$ cat config.mk
export PLATFORM = sky130hd
export DESIGN_NAME = multiplier
export DESIGN_NICKNAME = d
export VERILOG_FILES = /design/src/rtl/mult_pkg.sv /design/src/rtl/csa_3to2.sv /design/src/rtl/multiplier.sv
export SDC_FILE = /design/constraint.sdc
export NUM_CORES = 2
export LEC_CHECK = 0
export CORE_UTILIZATION = 59
export DETAILED_ROUTE_END_ITERATION = 6
export PLACE_DENSITY = 0.77
export SLEW_MARGIN = 10
export SYNTH_ARGS = -nofsm -noshare
export SYNTH_HDL_FRONTEND = slang
export SYNTH_HIERARCHICAL = 1
export SYNTH_SLANG_ARGS = --single-unit
$ cat constraint.sdc
create_clock -name clk -period 18.16 [get_ports clk]
set_input_delay 1.816 -clock clk [delete_from_list [all_inputs] [get_ports clk]]
set_output_delay 1.816 -clock clk [all_outputs]
set_load 0.005 [all_outputs]
$ cat src/rtl/mult_pkg.sv
// Shared widths and the radix-4 Booth digit encoding for the signed multiplier.
// The digit encoder lives here so every Booth row decodes its bits the same way.
package mult_pkg;

    localparam int WIDTH = 32;
    localparam int PW    = 2 * WIDTH;
    localparam int NPP   = WIDTH / 2;

    typedef struct packed {
        logic neg;
        logic one;
        logic two;
    } booth_digit_t;

    // Triplet is {b[2i+1], b[2i], b[2i-1]}; both all-zero and all-one encode digit 0.
    function automatic booth_digit_t boothEncode(input logic [2:0] triplet);
        booth_digit_t digit;
        digit = '0;
        case (triplet)
            3'b001, 3'b010: digit = '{neg: 1'b0, one: 1'b1, two: 1'b0};
            3'b011:         digit = '{neg: 1'b0, one: 1'b0, two: 1'b1};
            3'b100:         digit = '{neg: 1'b1, one: 1'b0, two: 1'b1};
            3'b101, 3'b110: digit = '{neg: 1'b1, one: 1'b1, two: 1'b0};
            default:        digit = '0;
        endcase
        return digit;
    endfunction

endpackage

$ cat src/rtl/csa_3to2.sv
// Bit-parallel 3:2 carry-save adder; the carry vector is pre-shifted into its weight
// and the bit pushed past the top is dropped because all arithmetic is modulo 2^N.
module csa_3to2 #(
    parameter int N = 64
) (
    input  logic [N-1:0] x,
    input  logic [N-1:0] y,
    input  logic [N-1:0] z,
    output logic [N-1:0] sum,
    output logic [N-1:0] carry
);

    logic [N-1:0] majority;

    assign sum      = x ^ y ^ z;
    assign majority = (x & y) | (x & z) | (y & z);
    assign carry    = {majority[N-2:0], 1'b0};

endmodule

$ cat src/rtl/multiplier.sv
// Signed WIDTH x WIDTH multiplier: radix-4 Booth rows, a carry-save array reduction,
// one carry-propagate adder and a single output register (one-cycle latency).
module multiplier
    import mult_pkg::*;
(
    input  logic             clk,
    input  logic             rst,
    input  logic [WIDTH-1:0] a,
    input  logic [WIDTH-1:0] b,
    output logic [PW-1:0]    result
);

    localparam int NVEC = NPP + 1;
    localparam int NCSA = NVEC - 2;

    logic [WIDTH:0]  bExt;
    logic [PW-1:0]   aExt;
    logic [PW-1:0]   ppRow    [NVEC];
    logic [PW-1:0]   csaSum   [NCSA];
    logic [PW-1:0]   csaCarry [NCSA];
    logic [PW-1:0]   result_d;
    logic [PW-1:0]   result_q;

    assign bExt = {b, 1'b0};
    assign aExt = {{WIDTH{a[WIDTH-1]}}, a};

    // Multiples are formed on the full product width, so 2*(-2^(WIDTH-1)) cannot wrap.
    // Negative rows are inverted here; their +1 is gathered into one extra row.
    always_comb begin
        booth_digit_t digit;
        logic [PW-1:0] mag;
        logic [PW-1:0] negInject;
        digit     = '0;
        mag       = '0;
        negInject = '0;
        for (int i = 0; i < NPP; i++) begin
            digit    = boothEncode(bExt[2*i +: 3]);
            mag      = digit.two ? (aExt << 1) : (digit.one ? aExt : '0);
            ppRow[i] = (digit.neg ? ~mag : mag) << (2 * i);
            negInject[2*i] = digit.neg;
        end
        ppRow[NPP] = negInject;
    end

    // Each stage folds the running sum/carry pair together with the next row.
    for (genvar k = 0; k < NCSA; k++) begin : gCsa
        if (k == 0) begin : gFirst
            csa_3to2 #(.N(PW)) uCsa (
                .x     (ppRow[0]),
                .y     (ppRow[1]),
                .z     (ppRow[2]),
                .sum   (csaSum[0]),
                .carry (csaCarry[0])
            );
        end else begin : gChain
            csa_3to2 #(.N(PW)) uCsa (
                .x     (csaSum[k-1]),
                .y     (csaCarry[k-1]),
                .z     (ppRow[k+2]),
                .sum   (csaSum[k]),
                .carry (csaCarry[k])
            );
        end
    end

    assign result_d = csaSum[NCSA-1] + csaCarry[NCSA-1];

    always_ff @(posedge clk) begin
        if (rst) begin
            result_q <= '0;
        end else begin
            result_q <= result_d;
        end
    end

    assign result = result_q;

endmodule

==> flow_metrics.tcl <==
set metrics [dict create \
    postLayoutCoreUtil 0.637 \
    drc 0 \
    netlist_top_cells_area "fa_1 50%, xor2_1 11%, a22oi_1 8.3%" \
    setup_viol 0 \
    clock-sinks 64 \
    avgSynthCellArea_sq_um 10.1 \
    cts-hold-fix-buffers 0 \
    hp-start "rst" \
    synth_edf_count 0 \
    ys_types 75 \
    core_area_sq_um 63500 \
    postCtsSetupRepairBufs 0 \
    cts_root_buf "clkbuf_16" \
    rsz0062_at_grt "no" \
    ctsResizeCount 0 \
    maxSlewViolCount 0 \
    ys_seq_elements 64 \
    max_cap_viol_count 0 \
    initialDrtViolationCount 3128 \
    initial_utilization 0.601 \
    netlist_area_sq_um 38200 \
    grt_pass1_wl_um 168000 \
    path_clk_slew_ps 60 \
    critPathArrivalTime_ps 14770 \
    yosys_warnings 6 \
    grt_use_met3 0.0338 \
    postSynthCellCount 3771 \
    synth_top_area_frac 0.496 \
    layout-drive-gt1-share 0.0495 \
    avgViaCountPerCell 6.39 \
    ys_top_cells_by_count "946 x fa_1, 497 x o21ai_0, 471 x xor2_1" \
    grt_usage 0.319 \
    rows 92 \
    hold_violations 0 \
    vias 29715 \
    startpoint_type "input pin" \
    required_ps 18340 \
    critPathTopFamily "adder cells" \
    async_flop_share 0 \
    tightestPinTransition_ps 1280 \
    grt_overflow 0 \
    wire_per_inst_um 21.7 \
    setup_ws_ps 3580 \
    synth_seq_area_share 0.0335 \
    max_freq_mhz 68.6 \
    hp-class "in2reg" \
    layout_worst_path_cycle_share 0.803 \
    maxSlewHeadroom 0.145 \
    synth_area_leader_cell "fa_1" \
    first_global_vias 31295 \
    synth_ff_type "dfxtp_1" \
    antenna_found_initial 5 \
    slowest_delay_ps 940 \
    grt_max_degree 75 \
    dp_hpwl_um 77700 \
    critPathCaptureType "flop" \
    cts_tree "yes" \
    slowest_stage "nor4_1" \
    routed_wl_um 101000 \
    grt_use_met1 0.408 \
    top_usage_layer "met2" \
    die_w_um 256 \
    critPathBufInv 1 \
    fin_crit_ps 14580 \
    gp_congestion 0.929 \
    die_h_um 256 \
    place_ws_ps 3430 \
    ant_nets 0 \
    final.fill_count 5195 \
    cp_max_fo 31 \
    status "finished, final reports clean" \
    pin_count 130 \
    htree_levels 3 \
    finalSetupTns_ps 0 \
    largest_register_ffs 64 \
    holdPathEnd "result[53]$_SDFF_PP0_" \
    area_growth_pct 6.00 \
    final_nets 4876 \
    numCtsBuffers 9 \
    fp.dieArea_sq_um 65800 \
    multi_input_area_sq_um 36300 \
    drtPass1Iterations 6 \
    synth.most_common_cell "fa_1" \
    io_buffers 129 \
    hold_depth 3 \
    crit_top_cell "fa_1" \
    cts_max_path_buffers 2 \
    critPathKind "in2reg" \
    grtUsageMet2 0.564 \
    ff_latch_area_sq_um 1280 \
]
final cells by class:
type                            instances  area share
Clock buffer                           10     0.00590
Timing Repair Buffer                  180      0.0354
Inverter                               16     0.00148
Clock inverter                          5     0.00201
Sequential cell                        64      0.0316
Antenna cell                            1   0.0000618
Tap cell                              846      0.0261
Multi-Input combinational cell       3526       0.897
layout by cell type, fill, tap and decap left out, types with 20 or more instances in the layout:
cell type | netlist | routed
a21oi_1 | 142 | 142
a22o_1 | 31 | 31
and3_1 | 40 | 40
xnor2_1 | 60 | 59
buf_2 | 3 | 48
a22oi_1 | 420 | 420
clkdlybuf4s50_1 | 0 | 81
buf_4 | 17 | 51
xor2_1 | 471 | 457
mux2i_1 | 33 | 33
nor2_1 | 134 | 132
ha_1 | 67 | 67
dfxtp_1 | 64 | 64
conb_1 | 16 | 303
a21o_1 | 49 | 49
nand3_1 | 20 | 20
nand2_1 | 86 | 86
o21ai_0 | 497 | 488
fa_1 | 946 | 946
worst max-delay path by stage:
| stage | from | endpoint | cells after the start |
|---|---|---|---|
| after global routing | b[1] | result[45]$_SDFF_PP0_ | 29 |
| final | b[1] | result[45]$_SDFF_PP0_ | 29 |
| after global placement | b[1] | result[63]$_SDFF_PP0_ | 29 |
| after floorplan | a[31] | result[61]$_SDFF_PP0_ | 29 |
| after detailed placement | b[1] | result[57]$_SDFF_PP0_ | 29 |
| after CTS | b[1] | result[45]$_SDFF_PP0_ | 29 |
routing by layer:
metal / vias up / routed length [um]
li1: 12716 / -
met1: 15368 / 37500
met2: 1377 / 52300
met3: 248 / 7080
met4: 6 / 3760
met5: - / 35
cells by family (layout without fill, tap and decap cells):
| kind of cell | Yosys count | in the layout | synth area share |
|---|---|---|---|
| compound gates | 1253 | 1253 | 0.209 |
| fa+ha+maj | 1013 | 1013 | 0.518 |
| xor+xnor | 546 | 546 | 0.131 |
| buf+inv | 468 | 211 | 0.0489 |
| simple gates | 371 | 371 | 0.0475 |
| flops | 64 | 64 | 0.0335 |
| mux | 40 | 40 | 0.0107 |
| other cells | 16 | 304 | 0.00157 |
stage by stage:
step	std cells	cell area (sq um)	hold slack, ps
2_1_floorplan	4058	39300	2040
3_3_place_gp	4632	40200	2460
3_5_place_dp	4632	40200	2470
4_1_cts	4647	40500	2100
5_1_grt	4648	40500	2160
6_report	4648	40500	2090
Power is not shown: default switching activity piles up to over one toggle a cycle in this logic, so the estimate is an artifact.
